===== config.mk =====
export PLATFORM = sky130hd
export DESIGN_NAME = eu_wb_stage_way0_flat
export DESIGN_NICKNAME = d
export VERILOG_FILES = /design/src/rtl/eu_wb_stage_way0_pkg.sv /design/src/rtl/eu_wb_stage_way0_if.sv /design/src/rtl/eu_wb_stage_way0_fwd.sv /design/src/rtl/eu_wb_stage_way0.sv /design/src/flat_wrapper.sv
export SDC_FILE = /design/constraint.sdc
export NUM_CORES = 1
export LEC_CHECK = 0
export BUFFER_PORTS_ARGS = -buffer_cell sky130_fd_sc_hd__buf_2
export CORE_AREA = 3 3 160 162
export CTS_CLUSTER_DIAMETER = 50
export DETAILED_ROUTE_END_ITERATION = 6
export DIE_AREA = 0 0 163 165
export GPL_TIMING_DRIVEN = 1
export PLACE_DENSITY = 0.88
export SLEW_MARGIN = 15
export SYNTH_ARGS = -nofsm -noshare
export SYNTH_HDL_FRONTEND = slang
export SYNTH_SLANG_ARGS = --single-unit

===== constraint.sdc =====
create_clock -name clk -period 8.51 [get_ports clk]
set_clock_uncertainty 0.15 [all_clocks]
set_input_delay 1.702 -clock clk [delete_from_list [all_inputs] [get_ports clk]]
set_output_delay 1.702 -clock clk [all_outputs]
set_load 0.005 [all_outputs]

===== src/rtl/eu_wb_stage_way0_pkg.sv =====
// Shared definitions for the way0 writeback stage: default widths,
// the buffered entry layout and the effective-write helper.
package eu_wb_stage_way0_pkg;

    localparam int WB_DEPTH = 2;
    localparam int WB_XLEN  = 64;
    localparam int WB_AW    = 32;
    localparam int RA_W     = 5;

    // One buffered execute result, oldest-first in the FIFO.
    typedef struct packed {
        logic [RA_W-1:0]    rd_addr;
        logic               wen;
        logic [WB_XLEN-1:0] data;
        logic [WB_AW-1:0]   pc;
    } wb_entry_t;

    // Writes to x0 are discarded at capture time so nothing downstream
    // (regfile strobe, forwarding) has to special-case register zero.
    function automatic logic eff_wen(input logic wen, input logic [RA_W-1:0] rd);
        return wen && (rd != '0);
    endfunction

endpackage


===== src/rtl/eu_wb_stage_way0_if.sv =====
// Result bus from the way0 execute unit into the writeback stage.
interface eu_wb_stage_way0_if
    import eu_wb_stage_way0_pkg::*;
#(
    parameter int XLEN = WB_XLEN,
    parameter int AW   = WB_AW
);
    logic            valid_i;
    logic            ready_o;
    logic [RA_W-1:0] rdAddr_i;
    logic            rdWriteEnable_i;
    logic [XLEN-1:0] rdWriteData_i;
    logic [AW-1:0]   instAddr_i;

    // Execute unit side: produces results, observes backpressure.
    modport master (
        output valid_i, rdAddr_i, rdWriteEnable_i, rdWriteData_i, instAddr_i,
        input  ready_o
    );

    // Writeback stage side: consumes results, drives backpressure.
    modport slave (
        input  valid_i, rdAddr_i, rdWriteEnable_i, rdWriteData_i, instAddr_i,
        output ready_o
    );
endinterface


===== src/rtl/eu_wb_stage_way0_fwd.sv =====
// Youngest-match forwarding search across the pending writeback entries.
// Age order is walked from wr_ptr-1 back towards rd_ptr, limited to the
// number of occupied entries, so stale slots are never considered.
module wb_fwd_lookup_way0
    import eu_wb_stage_way0_pkg::*;
#(
    parameter  int DEPTH = WB_DEPTH,
    localparam int PW    = $clog2(DEPTH),
    localparam int CW    = PW + 1
) (
    input  wb_entry_t          ent [DEPTH],
    input  logic [PW-1:0]      wr_ptr,
    input  logic [CW-1:0]      count,
    input  logic [RA_W-1:0]    rs_addr,
    output logic               hit,
    output logic [WB_XLEN-1:0] data
);

    logic [PW-1:0] idx;

    // Scan youngest first; the first qualifying entry found is kept.
    always_comb begin
        hit  = 1'b0;
        data = '0;
        idx  = '0;
        for (int k = 0; k < DEPTH; k++) begin
            idx = wr_ptr - PW'(k + 1);
            if (!hit && (CW'(k) < count) && (rs_addr != '0) &&
                ent[idx].wen && (ent[idx].rd_addr == rs_addr)) begin
                hit  = 1'b1;
                data = ent[idx].data;
            end
        end
    end

endmodule


===== src/rtl/eu_wb_stage_way0.sv =====
// Way0 writeback stage: in-order FIFO between the execute unit and the
// register-file write port, with rs1/rs2 forwarding over pending entries
// and a free-running retired-instruction counter.
module eu_wb_stage_way0
    import eu_wb_stage_way0_pkg::*;
#(
    parameter int DEPTH = WB_DEPTH,
    parameter int XLEN  = WB_XLEN,
    parameter int AW    = WB_AW
) (
    input  logic                 clk,
    input  logic                 reset_n,
    eu_wb_stage_way0_if.slave    eu,
    input  logic                 writeReady_i,
    output logic                 rdWriteEnable_o,
    output logic [RA_W-1:0]      rdAddr_o,
    output logic [XLEN-1:0]      rdWriteData_o,
    input  logic [RA_W-1:0]      rs1Addr_i,
    input  logic [RA_W-1:0]      rs2Addr_i,
    output logic                 rs1FwdHit_o,
    output logic [XLEN-1:0]      rs1FwdData_o,
    output logic                 rs2FwdHit_o,
    output logic [XLEN-1:0]      rs2FwdData_o,
    output logic                 retireValid_o,
    output logic [AW-1:0]        retirePc_o,
    output logic [63:0]          retireCount_o
);

    localparam int PW = $clog2(DEPTH);
    localparam int CW = PW + 1;

    logic [PW-1:0] wr_ptr_reg, wr_ptr_next;
    logic [PW-1:0] rd_ptr_reg, rd_ptr_next;
    logic [CW-1:0] count_reg,  count_next;
    logic [63:0]   retire_count_reg, retire_count_next;

    wb_entry_t        ent_mem [DEPTH];
    wb_entry_t        head;
    wb_entry_t        new_ent;
    logic [DEPTH-1:0] ent_we;

    logic empty;
    logic full;
    logic push;
    logic pop;

    // Occupancy is decoded from registered state only, so backpressure to
    // the execute unit never depends on this cycle's regfile availability.
    assign empty = (count_reg == '0);
    assign full  = (count_reg == CW'(DEPTH));
    assign head  = ent_mem[rd_ptr_reg];

    assign eu.ready_o = !full;
    assign push       = eu.valid_i && !full;
    // Entries with no register write retire without waiting for the port.
    assign pop        = !empty && (writeReady_i || !head.wen);

    assign new_ent.rd_addr = eu.rdAddr_i;
    assign new_ent.wen     = eff_wen(eu.rdWriteEnable_i, eu.rdAddr_i);
    assign new_ent.data    = eu.rdWriteData_i;
    assign new_ent.pc      = eu.instAddr_i;

    // Per-slot write strobes: only the slot under the write pointer loads.
    generate
        for (genvar gi = 0; gi < DEPTH; gi++) begin : g_ent_we
            assign ent_we[gi] = push && (wr_ptr_reg == PW'(gi));
        end
    endgenerate

    // Entry storage needs no reset; occupancy alone decides validity.
    always_ff @(posedge clk) begin
        for (int i = 0; i < DEPTH; i++) begin
            if (ent_we[i]) begin
                ent_mem[i] <= new_ent;
            end
        end
    end

    // Pointer, occupancy and retire-counter next-state.
    always_comb begin
        wr_ptr_next       = wr_ptr_reg;
        rd_ptr_next       = rd_ptr_reg;
        count_next        = count_reg;
        retire_count_next = retire_count_reg;
        if (push) begin
            wr_ptr_next = wr_ptr_reg + PW'(1);
        end
        if (pop) begin
            rd_ptr_next       = rd_ptr_reg + PW'(1);
            retire_count_next = retire_count_reg + 64'd1;
        end
        case ({push, pop})
            2'b10:   count_next = count_reg + CW'(1);
            2'b01:   count_next = count_reg - CW'(1);
            default: count_next = count_reg;
        endcase
    end

    // Control state; reset discards every pending entry without a write.
    always_ff @(posedge clk or negedge reset_n) begin
        if (!reset_n) begin
            wr_ptr_reg       <= '0;
            rd_ptr_reg       <= '0;
            count_reg        <= '0;
            retire_count_reg <= '0;
        end else begin
            wr_ptr_reg       <= wr_ptr_next;
            rd_ptr_reg       <= rd_ptr_next;
            count_reg        <= count_next;
            retire_count_reg <= retire_count_next;
        end
    end

    // Regfile port and retire trace are driven straight from the head slot.
    always_comb begin
        rdWriteEnable_o = !empty && head.wen;
        rdAddr_o        = empty ? '0 : head.rd_addr;
        rdWriteData_o   = empty ? '0 : XLEN'(head.data);
        retireValid_o   = pop;
        retirePc_o      = pop ? AW'(head.pc) : '0;
    end

    assign retireCount_o = retire_count_reg;

    logic [WB_XLEN-1:0] rs1_data;
    logic [WB_XLEN-1:0] rs2_data;

    wb_fwd_lookup_way0 #(.DEPTH(DEPTH)) u_fwd_rs1 (
        .ent     (ent_mem),
        .wr_ptr  (wr_ptr_reg),
        .count   (count_reg),
        .rs_addr (rs1Addr_i),
        .hit     (rs1FwdHit_o),
        .data    (rs1_data)
    );

    wb_fwd_lookup_way0 #(.DEPTH(DEPTH)) u_fwd_rs2 (
        .ent     (ent_mem),
        .wr_ptr  (wr_ptr_reg),
        .count   (count_reg),
        .rs_addr (rs2Addr_i),
        .hit     (rs2FwdHit_o),
        .data    (rs2_data)
    );

    assign rs1FwdData_o = XLEN'(rs1_data);
    assign rs2FwdData_o = XLEN'(rs2_data);

endmodule


===== src/flat_wrapper.sv =====
// flat-port wrapper written by rule: the top's interface ports become plain ports
module eu_wb_stage_way0_flat import eu_wb_stage_way0_pkg::*;
#(
    parameter int DEPTH = WB_DEPTH,
    parameter int XLEN  = WB_XLEN,
    parameter int AW    = WB_AW
)
  (clk, reset_n, writeReady_i, rdWriteEnable_o, rdAddr_o, rdWriteData_o, rs1Addr_i, rs2Addr_i, rs1FwdHit_o, rs1FwdData_o, rs2FwdHit_o, rs2FwdData_o, retireValid_o, retirePc_o, retireCount_o, eu_valid_i, eu_rdAddr_i, eu_rdWriteEnable_i, eu_rdWriteData_i, eu_instAddr_i, eu_ready_o);
  eu_wb_stage_way0_if #(.XLEN(XLEN), .AW(AW)) eu_i ();
  input  logic clk;
  input  logic reset_n;
  input  logic writeReady_i;
  output logic rdWriteEnable_o;
  output logic [RA_W-1:0] rdAddr_o;
  output logic [XLEN-1:0] rdWriteData_o;
  input  logic [RA_W-1:0] rs1Addr_i;
  input  logic [RA_W-1:0] rs2Addr_i;
  output logic rs1FwdHit_o;
  output logic [XLEN-1:0] rs1FwdData_o;
  output logic rs2FwdHit_o;
  output logic [XLEN-1:0] rs2FwdData_o;
  output logic retireValid_o;
  output logic [AW-1:0] retirePc_o;
  output logic [63:0] retireCount_o;
  input wire logic [$bits(eu_i.valid_i)-1:0] eu_valid_i;
  input wire logic [$bits(eu_i.rdAddr_i)-1:0] eu_rdAddr_i;
  input wire logic [$bits(eu_i.rdWriteEnable_i)-1:0] eu_rdWriteEnable_i;
  input wire logic [$bits(eu_i.rdWriteData_i)-1:0] eu_rdWriteData_i;
  input wire logic [$bits(eu_i.instAddr_i)-1:0] eu_instAddr_i;
  output wire logic [$bits(eu_i.ready_o)-1:0] eu_ready_o;
  assign eu_i.valid_i = eu_valid_i;
  assign eu_i.rdAddr_i = eu_rdAddr_i;
  assign eu_i.rdWriteEnable_i = eu_rdWriteEnable_i;
  assign eu_i.rdWriteData_i = eu_rdWriteData_i;
  assign eu_i.instAddr_i = eu_instAddr_i;
  assign eu_ready_o = eu_i.ready_o;
  eu_wb_stage_way0 #(.DEPTH(DEPTH), .XLEN(XLEN), .AW(AW)) u_core (.clk(clk), .reset_n(reset_n), .eu(eu_i), .writeReady_i(writeReady_i), .rdWriteEnable_o(rdWriteEnable_o), .rdAddr_o(rdAddr_o), .rdWriteData_o(rdWriteData_o), .rs1Addr_i(rs1Addr_i), .rs2Addr_i(rs2Addr_i), .rs1FwdHit_o(rs1FwdHit_o), .rs1FwdData_o(rs1FwdData_o), .rs2FwdHit_o(rs2FwdHit_o), .rs2FwdData_o(rs2FwdData_o), .retireValid_o(retireValid_o), .retirePc_o(retirePc_o), .retireCount_o(retireCount_o));
endmodule

# Yosys cells after proc, flatten, opt, wreduce, memory -nomap -nowiden
# Index checks and enable logic that the tools add are counted.
# op_classes
n_div	0
mul	0
order_cmp	5
n_eq_ne	7
add_sub_neg	6
reduce_logical	31
muxes	21
shift	0
bitwise_logic	4
# op_table
operator	n
102-bit 2-to-1 mux	9
64-bit 2-to-1 mux	5
64-bit by 1-bit adder with 64-bit output, second input constant	1
32-bit 2-to-1 mux	1
5-bit equality test	4
1-bit logical AND	20
5-bit nonzero test	3
2-bit greater-or-equal comparator, second input constant	3
1-bit NOT with 2-bit output	3
1-bit logical NOT	5
5-bit 2-to-1 mux	1
2-bit equality test, second input constant	2
1-bit by 2-bit < comparator with 1-bit output, first input constant	2
1-bit 2-to-1 mux	4
2-bit one-hot mux with 2 select lines	1
1-bit adder, second input constant	2
2-bit by 1-bit adder with 2-bit output, second input constant	1
2-bit by 1-bit equality test with 1-bit output, second input constant	1
2-bit logical NOT	1
2-bit nonzero test	1
2-bit by 1-bit subtractor with 2-bit output, second input constant	1
1-bit logical OR	1
1-bit NOT	1
1-bit subtractor, second input constant	1
# totals
out_inout_bits	298
ff_bits	272
memories	0
mem_bits_ro	0
in_bits	116
elab_cells	86
ramBits	0
latchBits	0

# Depth between registers and ports, before layout
# Gate-level depths: netlist of the first run.
# logic_depth
depth_word	14
mapped_depth	10
mapped_depth_nobuf	8

# Hierarchy
# A second synthesis of the first run with hierarchy kept.
# unflattened
cells_unflattened	1389
hier_area_um2	16667.2
# by_module_without_submodules
mod	seq_area_each_um2	cells_each	n_inst	area_each_um2
eu_wb_stage_way0	7827.5	741	1	10894.2
wb_fwd_lookup_way0	0.0	324	2	2886.5

# Least setup slack after synthesis of the first run
# No wires, ideal clock.
# synth_timing
path_kind	input-to-reg
from	in eu_valid_i
to	reg u_core.ent_mem[102] (netlist bit) (enable)
path_slack_ns	1.750
arrival_ns	6.046
setup_ns	0.564
required_ns	7.796
path_stages	2
path_buffers	0
cell_sequence	nand2_1 nor2_1
# synth_between
elab_chain_cells	2
# synth_lines
element	line	text
start, declared	flat_wrapper.sv:25	input wire logic [$bits(eu_i.valid_i)-1:0] eu_valid_i;
1-bit logical AND	eu_wb_stage_way0.sv:54	assign push = eu.valid_i && !full;
1-bit logical AND	eu_wb_stage_way0.sv:66	assign ent_we[gi] = push && (wr_ptr_reg == PW'(gi));
via u_core.ent_we[0]	eu_wb_stage_way0.sv:40	logic [DEPTH-1:0] ent_we;
end signal, assigned by index	eu_wb_stage_way0.sv:74	ent_mem[i] <= new_ent;
end, declared	eu_wb_stage_way0.sv:37	wb_entry_t ent_mem [DEPTH];
# The timed path passes the listed nets, and every way through them passes these cells.
# A chain may end at the register's enable or synchronous reset.

# Final worst setup path of the first run
# layout_timing
from	reg u_core.wr_ptr_reg
to	out rs2FwdData_o[28]
# layout_between
elab_chain_cells	14
word_cells_on_any_way	21
classes_between	add/sub: 1; eq/ne: 2; mux: 9; bitwise: 2; reduce/logical: 7
# layout_lines
element	line	text
start, declared	eu_wb_stage_way0.sv:32	logic [PW-1:0] wr_ptr_reg, wr_ptr_next;
start signal, assigned	eu_wb_stage_way0.sv:107	wr_ptr_reg <= wr_ptr_next;
1-bit subtractor	eu_wb_stage_way0_fwd.sv:27	idx = wr_ptr - PW'(k + 1);
1-bit NOT with 2-bit output (implied by the code)	eu_wb_stage_way0_fwd.sv:29, eu_wb_stage_way0_fwd.sv:31	
102-bit 2-to-1 mux (implied by the code) (3 in a row)	eu_wb_stage_way0_fwd.sv:31	data = ent[idx].data;
5-bit equality test / 1-bit logical AND (equally long branches)	eu_wb_stage_way0_fwd.sv:29, eu_wb_stage_way0_fwd.sv:28	
1-bit logical AND	eu_wb_stage_way0_fwd.sv:29	ent[idx].wen && (ent[idx].rd_addr == rs_addr)) begin
1-bit 2-to-1 mux	eu_wb_stage_way0_fwd.sv:28	if (!hit && (CW'(k) < count) && (rs_addr != '0) &&
1-bit logical NOT	eu_wb_stage_way0_fwd.sv:28	
1-bit logical AND (3 in a row)	eu_wb_stage_way0_fwd.sv:28	
1-bit logical AND	eu_wb_stage_way0_fwd.sv:29	
64-bit 2-to-1 mux *	eu_wb_stage_way0_fwd.sv:28	
end, declared	flat_wrapper.sv:21	output logic [XLEN-1:0] rs2FwdData_o;
# Every way passes the cells marked *; elsewhere a longest branch is shown, timed or not. The select of a mux whose other input is x is not followed.

==> results.json, run 1 <==
{
  "gp_congestion": 0.9056,
  "hold_viol_final": 0,
  "cts_setup_buffers": 0,
  "fp.dieW_um": 163,
  "yosysUniqueCellTypes": 42,
  "path_depth": 8,
  "r2r_slack_ns": 4.77,
  "clockBufferDepth": 3,
  "die_h_um": 165,
  "worstHoldStart": "u_core.retireCount_o[63]",
  "synthCells": 923,
  "slew_viol_final": 0,
  "worst_slew_pin_slew_ns": 1.098,
  "relSlewSlack_pct": 26.79,
  "ant_nets": 0,
  "holdCritPathClass": "reg -> reg",
  "synth_top_family_by_area": "multiplexers",
  "clock_sinks": 272,
  "period_needed_ns": 6.595,
  "core_um2": 24250,
  "grt_pass1_vias": 9582,
  "cts_resized": 0,
  "fin_nets": 1446,
  "critPathMaxFanout": 42,
  "hold_buffers": 0,
  "worstRegToRegCells": 9,
  "path_clk_slew_ns": 0.06,
  "p_total_mw": 4.748,
  "slowest_stage": "dfrtp_1",
  "startpoint_type": "register",
  "synth_top_flop_cell": "edfxtp_1",
  "rsz0062_at_grt": "no",
  "htree_levels": 1,
  "yosys.area.top_type": "edfxtp_1",
  "grt_max_degree": 77,
  "portBuffers": 413,
  "synth_top_area_share_pct": 48.70,
  "p_leak_nw": 7.247,
  "worst_hold_slack_ns": 0.3180,
  "synth_area_leaders": "edfxtp_1, dfrtp_1, mux2i_1",
  "fin_tns_setup_ns": 0,
  "synth_async_sr_flop_share_pct": 25.00,
  "tritoncts": "built",
  "pwr_density_cell_nw_per_um2": 300.1,
  "synth_edf_count": 204,
  "peakVddDrop_mv": 0.2395,
  "netlist_area_um2": 12580,
  "r2r-start": "u_core.count_reg[0]",
  "fmax_mhz": 151.6,
  "critPathBufInv": 2,
  "vias_per_cell": 5.869,
  "holdPathStages": 1,
  "grt_pass1_wl_mm": 53.31,
  "synth-seq-cells": 272,
  "cts-root-buf": "clkbuf_16",
  "final.fill_count": 1800,
  "clk_latency_ns": 0.55,
  "wl_mm": 36.24,
  "maxCapViolCount": 0,
  "synthSimpleGateAreaFrac_pct": 9.260,
  "layout_commonest_cell": "buf_2",
  "synthesis.nets": 1044,
  "track_usage_pct": 25.11,
  "dr.pass1.iters": 5,
  "final_cell_mix": "buf_2, edfxtp_1, a22o_1",
  "synth-compound-area-share_pct": 9.051,
  "grt_overflow": 0,
  "finalSetupViolCount": 0,
  "die_area_um2": 26900,
  "worstSetupPathType": "reg -> out",
  "largest_reg_flops": 204,
  "core.rowCount": 57,
  "cpPeakStageDelay_ns": 1.06,
  "cp.required_ns": 6.66,
  "via_count": 9837,
  "dp_hpwl_mm": 24.72,
  "boundaryPins": 414,
  "drc": 0,
  "status": "complete, no violations",
  "synthAdderAreaFrac_pct": 0.4973,
  "synthXorXnorAreaFrac_pct": 6.057,
  "timing.critical_path.cells": "mux2i_1, xor2_1, nand4_1, or4_4, mux2_2, buf_4, a22o_1, buf_2",
  "drive_gt1_share_pct": 36.20,
  "drt_iter0_drc": 922,
  "areaGrowthSynthToFinish_pct": 25.78,
  "syn_avg_cell_area_um2": 13.63,
  "cts_buffers": 31,
  "yosys_warnings": 0,
  "worst_setup_path_end_kind": "output pin",
  "post-route-util_pct": 65.25,
  "seq_area_frac_synth_pct": 62.22,
  "fin_crit_sh_pct": 77.50,
  "synth.area.mux_share_pct": 9.598,
  "start_util_pct": 51.88,
  "fin_area_um2": 15820,
  "worstSetupStartpoint": "u_core.wr_ptr_reg",
  "arrival_ns": 4.74,
  "detail_route.wl_per_cell_um": 21.62,
  "path_delay_family": "multiplexers",
  "place_area_um2": 14780,
  "antenna_found_initial": 5
}
## power breakdown
| part | switching (mW) | leakage [nW] | internal, mW |
|---|---|---|---|
| registers | 0.233 | 2.81 | 1.73 |
| clock network | 0.537 | 0.499 | 0.793 |
| logic | 0.838 | 3.94 | 0.613 |
| total | 1.61 | 7.25 | 3.14 |
## cells in the mapped netlist (2+ instances only)
cell,number
edfxtp_1,204
a22o_1,124
nor2_1,122
mux2i_1,113
dfrtp_1,68
xnor2_1,68
nand2_1,33
nand3_1,25
nand4_1,24
xor2_1,19
clkbuf_1,14
buf_1,12
buf_2,12
and3_1,11
buf_6,9
inv_1,9
and4_1,6
buf_8,6
nor3_1,6
ha_1,5
nor4_1,5
a22o_2,4
mux2i_2,2
or3_1,2
or4_1,2
or4_4,2
## kinds of logic (layout without fill, tap and decap cells)
family                   after synthesis  in the layout
XOR/XNOR                              87             87
other                                  0              4
multiplexers                         118            118
buffers and inverters                 64            489
AO/OA/AOI/OAI                        130            130
flip-flops                           272            272
AND/OR/NAND/NOR                      247            247
adder cells (fa/ha/maj)                5              5
## worst paths after layout
| check | to |
|---|---|
| min reg2reg | u_core.retireCount_o[63] |
| max reg2reg | u_core.retireCount_o[48] |
| max | rs2FwdData_o[28] |
| min | u_core.retireCount_o[63] |
| max in group asynchronous | u_core.rd_ptr_reg |
| min in group asynchronous | u_core.retireCount_o[29] |
## metal layers
| metal | up-vias | track usage [%] | wire length [µm] |
|---|---|---|---|
| met5 | - | 0 | 36 |
| met4 | 6 | 9.343 | 1398 |
| met3 | 124 | 6.772 | 3714 |
| met2 | 637 | 43.16 | 18120 |
| met1 | 4772 | 30.47 | 12970 |
| li1 | 4298 | - | - |
## area by class of cell
cell class	instances	area, µm²	area share, %
Multi-Input combinational cell	587	4359	27.55
Inverter	9	33.78	0.2135
Sequential cell	272	7831	49.49
Tap cell	324	405.4	2.562
Timing Repair Buffer	424	2150	13.59
Clock buffer	33	783.3	4.950
Clock inverter	23	250.2	1.582
Antenna cell	4	10.01	0.06326
## through the flow
step	cells	setup slack, ns
2_1_floorplan	923	1.750
3_3_place_gp	1616	2.362
3_5_place_dp	1616	2.286
4_1_cts	1672	1.953
5_1_grt	1674	1.765
6_report	1676	1.915
(Power assumes the default switching activity.)
==> run 2: changes to the inputs <==
--- a/config.mk
+++ b/config.mk
@@ -5,13 +5,14 @@
 export SDC_FILE = /design/constraint.sdc
 export NUM_CORES = 1
 export LEC_CHECK = 0
+export ABC_AREA = 1
 export BUFFER_PORTS_ARGS = -buffer_cell sky130_fd_sc_hd__buf_2
-export CORE_AREA = 3 3 160 162
+export CORE_MARGIN = 3
+export CORE_UTILIZATION = 49
 export CTS_CLUSTER_DIAMETER = 50
 export DETAILED_ROUTE_END_ITERATION = 6
-export DIE_AREA = 0 0 163 165
 export GPL_TIMING_DRIVEN = 1
-export PLACE_DENSITY = 0.88
+export PLACE_DENSITY = 0.85
 export SLEW_MARGIN = 15
 export SYNTH_ARGS = -nofsm -noshare
 export SYNTH_HDL_FRONTEND = slang
==> constraint.sdc (replaced) <==
create_clock -name clk -period 5.4 [get_ports clk]
set_clock_uncertainty 0.15 [all_clocks]
set_input_delay 1.08 -clock clk [delete_from_list [all_inputs] [get_ports clk]]
set_output_delay 1.08 -clock clk [all_outputs]
set_load 0.005 [all_outputs]
==> run 2 against run 1 <==
  * Sequential cell count did not move
  * Design area up 20%
  * Sequential share of layout area down 8.3 points
  * Total power increased by 97%
  * Wire length increased by 47%
  * Setup slack lost 1.3 ns
  * Via count up 63%
  * Register-to-register slack got worse by 2.6 ns
  * Synthesized cell count is 110% higher
  * Largest cell class unchanged
==> results.json, run 2 <==
{
  "core_um2": 30910,
  "seq_area_frac_synth_pct": 50.34,
  "worst_slew_pin_slew_ns": 1.178,
  "track_usage_pct": 30.38,
  "r2r_slack_ns": 2.14,
  "grt_pass1_vias": 15240,
  "via_count": 15992,
  "start_util_pct": 50.31,
  "clk_latency_ns": 0.52,
  "synth_top_area_share_pct": 39.39,
  "clock_sinks": 272,
  "grt_pass1_wl_mm": 82.69,
  "status": "complete, no violations",
  "gp_congestion": 0.9345,
  "drc": 0,
  "synth.most_common_cell": "nand2_1",
  "maxCapViolCount": 0,
  "p_leak_nw": 9.022,
  "hold_buffers": 0,
  "fin_crit_sh_pct": 88.87,
  "ant_nets": 0,
  "areaGrowthSynthToFinish_pct": 22.29,
  "synth-seq-cells": 272,
  "fp.dieW_um": 184.1,
  "grt_max_degree": 116,
  "cts_buffers": 35,
  "detail_route.wl_per_cell_um": 19.42,
  "peakVddDrop_mv": 0.3320,
  "worstSetupStartpoint": "u_core.wr_ptr_reg",
  "pwr_density_cell_nw_per_um2": 492.5,
  "cts_resized": 0,
  "startpoint_type": "register",
  "relSlewSlack_pct": 21.45,
  "die_h_um": 184.1,
  "arrival_ns": 3.57,
  "drive_gt1_share_pct": 22.10,
  "reg2reg_to": "u_core.retireCount_o[47]",
  "synthesis.nets": 2074,
  "yosys.area.top_type": "edfxtp_1",
  "synth_edf_count": 204,
  "finalSetupViolCount": 0,
  "rsz0062_at_grt": "no",
  "slew_viol_final": 0,
  "synth_area_leaders": "edfxtp_1, nand2_1, dfrtp_1",
  "synth_common_cells": "nand2_1, nand3_1, o21ai_0",
  "fin_nets": 2420,
  "cts_setup_buffers": 0,
  "critPathMaxFanout": 64,
  "grt_overflow": 0,
  "final_cell_mix": "nand2_1, buf_2, nand3_1",
  "worstRegToRegCells": 10,
  "core.rowCount": 64,
  "synth_top_flop_cell": "edfxtp_1",
  "clockBufferDepth": 3,
  "hold_viol_final": 0,
  "worst_hold_slack_ns": 0.3246,
  "endpoint": "rs2FwdData_o[2]",
  "boundaryPins": 414,
  "netlist_area_um2": 15550,
  "syn_avg_cell_area_um2": 7.962,
  "path_clk_slew_ns": 0.06,
  "final_cells": 2734,
  "largest_reg_flops": 204,
  "numPlacedInstances": 2658,
  "synth_async_sr_flop_share_pct": 25.00,
  "synthCells": 1953,
  "wl_mm": 53.10,
  "antenna_found_initial": 15,
  "cts-root-buf": "clkbuf_16",
  "vias_per_cell": 5.849,
  "yosysUniqueCellTypes": 31,
  "dr.pass1.iters": 5,
  "layout_commonest_cell": "nand2_1",
  "tritoncts": "built",
  "period_needed_ns": 4.799,
  "holdCritPathClass": "in -> async",
  "dp_hpwl_mm": 35.86,
  "worst_setup_path_end_kind": "output pin",
  "r2r-start": "u_core.rd_ptr_reg",
  "worstSetupPathType": "reg -> out",
  "p_total_mw": 9.366,
  "htree_levels": 2,
  "fmax_mhz": 208.4,
  "die_area_um2": 33910,
  "drt_iter0_drc": 1724,
  "cp.required_ns": 4.17,
  "yosys_warnings": 0,
  "portBuffers": 413
}
run 2: metrics by stage:
| step | util, % | setup slack [ns] | cell area (µm²) | TNS [ns] |
|---|---|---|---|---|
| 2_1_floorplan | - | -0.7512 | 15550 | -153.24 |
| 3_3_place_gp | 57.47 | 1.241 | 17760 | 0 |
| 3_5_place_dp | 57.47 | 1.213 | 17760 | 0 |
| 4_1_cts | 61.42 | 0.6910 | 18990 | 0 |
| 5_1_grt | 61.50 | 0.4093 | 19010 | 0 |
| 6_report | 61.52 | 0.6011 | 19020 | 0 |
run 2: routing by layer:
| metal | vias to the layer above | track usage, % | routed length [µm] |
|---|---|---|---|
| met5 | - | 0 | 38 |
| met4 | 6 | 13.94 | 2705 |
| met3 | 207 | 7.421 | 5856 |
| met2 | 1099 | 48.72 | 24470 |
| met1 | 7344 | 39.20 | 20030 |
| li1 | 7336 | - | - |
run 2: layout make-up:
class	count	area, µm²
sequential	272	7835
tap	396	495.5
clock buffer	39	912.1
antenna	12	30.03
fill	2658	11890
clock inverter	25	309.0
inverter	141	531.8
timing repair buffer	434	2262
multi-input combinational	1415	6640
run 2: how the worst min path moves through the flow:
stage | from | end | cells past startpoint
final | reset_n | u_core.retireCount_o[63] | 1
after CTS | reset_n | u_core.retireCount_o[63] | 1
after global placement | u_core.retireCount_o[63] | u_core.retireCount_o[63] | 2
after floorplan | u_core.count_reg[0] | u_core.count_reg[0] | 1
after global routing | reset_n | u_core.retireCount_o[52] | 1
after detailed placement | u_core.retireCount_o[63] | u_core.retireCount_o[63] | 2
run 2: critical path, stage by stage, from the launching register on:
cell	delay (ns)
dfrtp_4	0.60
inv_4	0.39
buf_4	0.43
o21ai_0	0.18
nand2_1	0.08
nand2_1	0.07
nor2_4	0.09
buf_4	0.62
nand4_1	0.18
nand2_1	0.17
buf_2	0.13
run 2: logic make-up (layout without fill, tap and decap cells):
kind of cell / count (synthesis) / in the layout / synth area share (%)
xor+xnor: 49 / 49 / 2.760
simple gates: 1051 / 1051 / 29.16
flops: 272 / 272 / 50.34
compound gates: 310 / 310 / 10.02
buf+inv: 266 / 639 / 7.322
fa+ha+maj: 5 / 5 / 0.4023
other cells: 0 / 12 / 0
run 2: power by group:
group | internal, mW | switching, mW | total, mW
clock | 1.49 | 0.944 | 2.43
sequential | 2.73 | 0.295 | 3.02
combinational | 1.13 | 2.79 | 3.91
==> run 3: changes to the inputs <==
--- a/config.mk
+++ b/config.mk
@@ -7,13 +7,16 @@
 export LEC_CHECK = 0
 export ABC_AREA = 1
 export BUFFER_PORTS_ARGS = -buffer_cell sky130_fd_sc_hd__buf_2
+export CELL_PAD_IN_SITES_DETAIL_PLACEMENT = 0
+export CELL_PAD_IN_SITES_GLOBAL_PLACEMENT = 2
 export CORE_MARGIN = 3
-export CORE_UTILIZATION = 49
+export CORE_UTILIZATION = 32
 export CTS_CLUSTER_DIAMETER = 50
 export DETAILED_ROUTE_END_ITERATION = 6
 export GPL_TIMING_DRIVEN = 1
-export PLACE_DENSITY = 0.85
+export PLACE_DENSITY = 0.93
 export SLEW_MARGIN = 15
 export SYNTH_ARGS = -nofsm -noshare
 export SYNTH_HDL_FRONTEND = slang
+export SYNTH_HIERARCHICAL = 1
 export SYNTH_SLANG_ARGS = --single-unit
==> constraint.sdc (replaced) <==
create_clock -name clk -period 5.8 [get_ports clk]
set_clock_uncertainty 0.15 [all_clocks]
set_input_delay 1.16 -clock clk [delete_from_list [all_inputs] [get_ports clk]]
set_output_delay 1.16 -clock clk [all_outputs]
set_load 0.005 [all_outputs]
==> run 3 against run 2 <==
  * Sequential share of layout area fell by 4.9 points
  * Largest power group unchanged
  * Die area rose by 69%
  * Final cell count rose by 29%
  * Register-to-register slack got worse by 0.05 ns
  * Global-route usage fell by 8.0 points
  * Wire length rose by 26%
  * Sequential cell count did not move
  * Clock power rose by 16%
==> results.json, run 3 <==
{
  "seq_area_frac_synth_pct": 44.82,
  "p_total_mw": 9.956,
  "peakVddDrop_mv": 0.2684,
  "drive_gt1_share_pct": 19.42,
  "areaGrowthSynthToFinish_pct": 23.66,
  "grt_util_met1_pct": 28.42,
  "rsz0062_at_grt": "no",
  "synthesis.nets": 2564,
  "critPathMaxFanout": 98,
  "grt_pass1_wl_mm": 99.88,
  "synth_common_cells": "nand2_1, nand3_1, o21ai_0",
  "fin_tns_setup_ns": 0,
  "synth_area_leaders": "edfxtp_1, nand2_1, dfrtp_1",
  "worstSetupPathType": "reg -> out",
  "grt_busiest_layer": "met2",
  "r2r_slack_ns": 2.09,
  "htree_levels": 2,
  "synthXorXnorAreaFrac_pct": 2.257,
  "synth.area.mux_share_pct": 0,
  "reg2reg_to": "u_core/retireCount_o[41]",
  "synth_top_flop_cell": "edfxtp_1",
  "path_depth": 11,
  "cp.required_ns": 4.49,
  "holdCritPathClass": "reg -> reg",
  "portBuffers": 413,
  "gr-usage-met3_pct": 5.849,
  "crit_path_frequent_cell": "nand2_1",
  "finalSetupViolCount": 0,
  "track_usage_pct": 22.35,
  "die_area_um2": 57410,
  "synth-seq-cells": 272,
  "die_h_um": 239.6,
  "synthCells": 2446,
  "critPathBufInv": 3,
  "gp_congestion": 0.8843,
  "start_util_pct": 32.77,
  "tritoncts": "built",
  "synth.most_common_cell": "nand2_1",
  "drc": 0,
  "path_delay_family": "simple AND/OR/NAND/NOR gates",
  "detail_route.wl_per_cell_um": 18.95,
  "worstSetupStartpoint": "u_core/wr_ptr_reg",
  "cts_setup_buffers": 0,
  "arrival_ns": 4.16,
  "grt_pass1_vias": 17284,
  "relSlewSlack_pct": 27.53,
  "clock_sinks": 272,
  "dp_hpwl_mm": 44.38,
  "synth_async_sr_flop_share_pct": 25.00,
  "clk_latency_ns": 0.57,
  "netlist_area_um2": 17460,
  "yosys.area.top_type": "edfxtp_1",
  "worstRegToRegCells": 8,
  "yosys_warnings": 6,
  "clockBufferDepth": 3,
  "pwr_density_cell_nw_per_um2": 461.0,
  "final_cell_mix": "nand2_1, buf_2, nand3_1",
  "synth_edf_count": 204,
  "syn_avg_cell_area_um2": 7.139,
  "antenna_found_initial": 13,
  "path_clk_slew_ns": 0.05,
  "synth_top_area_share_pct": 35.08,
  "via_count": 17975,
  "fin_crit_sh_pct": 94.25,
  "synthSimpleGateAreaFrac_pct": 33.03,
  "period_needed_ns": 5.466,
  "timing.critical_path.cells": "inv_4, nand2_1, nand2_1, nand2_1, nand2_1, nor2_1, nand3_4, buf_4, nand3_1, nand2_1, buf_2",
  "fmax_mhz": 182.9,
  "cpPeakStageDelay_ns": 1.06,
  "endpoint": "rs1FwdData_o[38]",
  "largest_reg_flops": 204,
  "synth_top_family_by_area": "simple AND/OR/NAND/NOR gates",
  "vias_per_cell": 5.109,
  "slew_viol_final": 0,
  "maxCapViolCount": 0,
  "p_leak_nw": 10.62,
  "worst_slew_pin_slew_ns": 1.085,
  "cts_resized": 0,
  "grt_max_degree": 99,
  "slowest_stage": "dfrtp_4",
  "hold_viol_final": 0,
  "dr.pass1.iters": 6,
  "yosysUniqueCellTypes": 33,
  "fin_nets": 2901,
  "cts_buffers": 47,
  "core.rowCount": 84,
  "cts-root-buf": "clkbuf_16",
  "status": "complete, no violations",
  "r2r-start": "u_core/rd_ptr_reg",
  "core_um2": 53290,
  "startpoint_type": "register",
  "synth-compound-area-share_pct": 10.65,
  "fp.dieW_um": 239.6,
  "grt_overflow": 0,
  "wl_mm": 66.67,
  "boundaryPins": 414,
  "post-route-util_pct": 40.53,
  "synthAdderAreaFrac_pct": 0.1433,
  "ant_nets": 0,
  "drt_iter0_drc": 1405,
  "worst_setup_path_end_kind": "output pin",
  "met2_usage_pct": 37.09,
  "layout_commonest_cell": "nand2_1",
  "hold_buffers": 0
}
-- run 3: worst min-delay path, delay by kind of cell (launching register included) --
kind | cells | cell delay [ns]
flops | 1 | 0.36
simple gates | 2 | 0.11
-- run 3: kinds of logic after synthesis --
family / count (synthesis)
fa+ha+maj: 2
buf+inv: 382
xor+xnor: 45
simple gates: 1376
flops: 272
compound gates: 369
-- run 3: area by class of cell --
class | instances | area (µm²)
fillers | 5535 | 31690
multi-input cells | 1792 | 8105
flip-flops and latches | 272 | 7835
repair buffers | 439 | 2287
clock buffers | 57 | 1297
inverters | 231 | 874.6
well taps | 688 | 860.8
clock inverters | 31 | 314.1
diodes | 8 | 20.02
-- run 3: worst min-delay path by stage --
| stage | start | to | slack, ns | cells after the start |
|---|---|---|---|---|
| floorplan | u_core/retireCount_o[63] | u_core/retireCount_o[63] | 0.33 | 2 |
| global placement | u_core/retireCount_o[63] | u_core/retireCount_o[63] | 0.32 | 2 |
| detailed placement | u_core/retireCount_o[63] | u_core/retireCount_o[63] | 0.34 | 2 |
| CTS | u_core/retireCount_o[63] | u_core/retireCount_o[63] | 0.36 | 2 |
| global route | u_core/retireCount_o[14] | u_core/retireCount_o[14] | 0.38 | 1 |
| finish | u_core/retireCount_o[63] | u_core/retireCount_o[63] | 0.35 | 2 |
-- run 3: report_power, final --
| part | internal (mW) | total, mW | switching [mW] |
|---|---|---|---|
| Clock | 1.79 | 2.82 | 1.04 |
| Combinational | 1.24 | 4.15 | 2.91 |
| Sequential | 2.54 | 2.98 | 0.440 |
| Total | 5.56 | 9.96 | 4.39 |
-- run 3: metrics by stage --
stage / std cells / worst slack [ns] / area, µm² / hold slack, ns
floorplan: 2446 / 1.284 / 17470 / 0.3258
global placement: 3422 / 0.9876 / 19960 / 0.3191
detailed placement: 3422 / 0.9393 / 19960 / 0.3448
CTS: 3510 / 0.3323 / 21570 / 0.3573
global route: 3514 / 0.004177 / 21580 / 0.3833
finish: 3518 / 0.3336 / 21590 / 0.3464
-- run 3: layer usage --
| metal | part of all wire [%] | vias up |
|---|---|---|
| met5 | 0.14 | - |
| met1 | 42 | 8437 |
| li1 | - | 8688 |
| met4 | 2.6 | 14 |
| met3 | 8.9 | 125 |
| met2 | 47 | 711 |
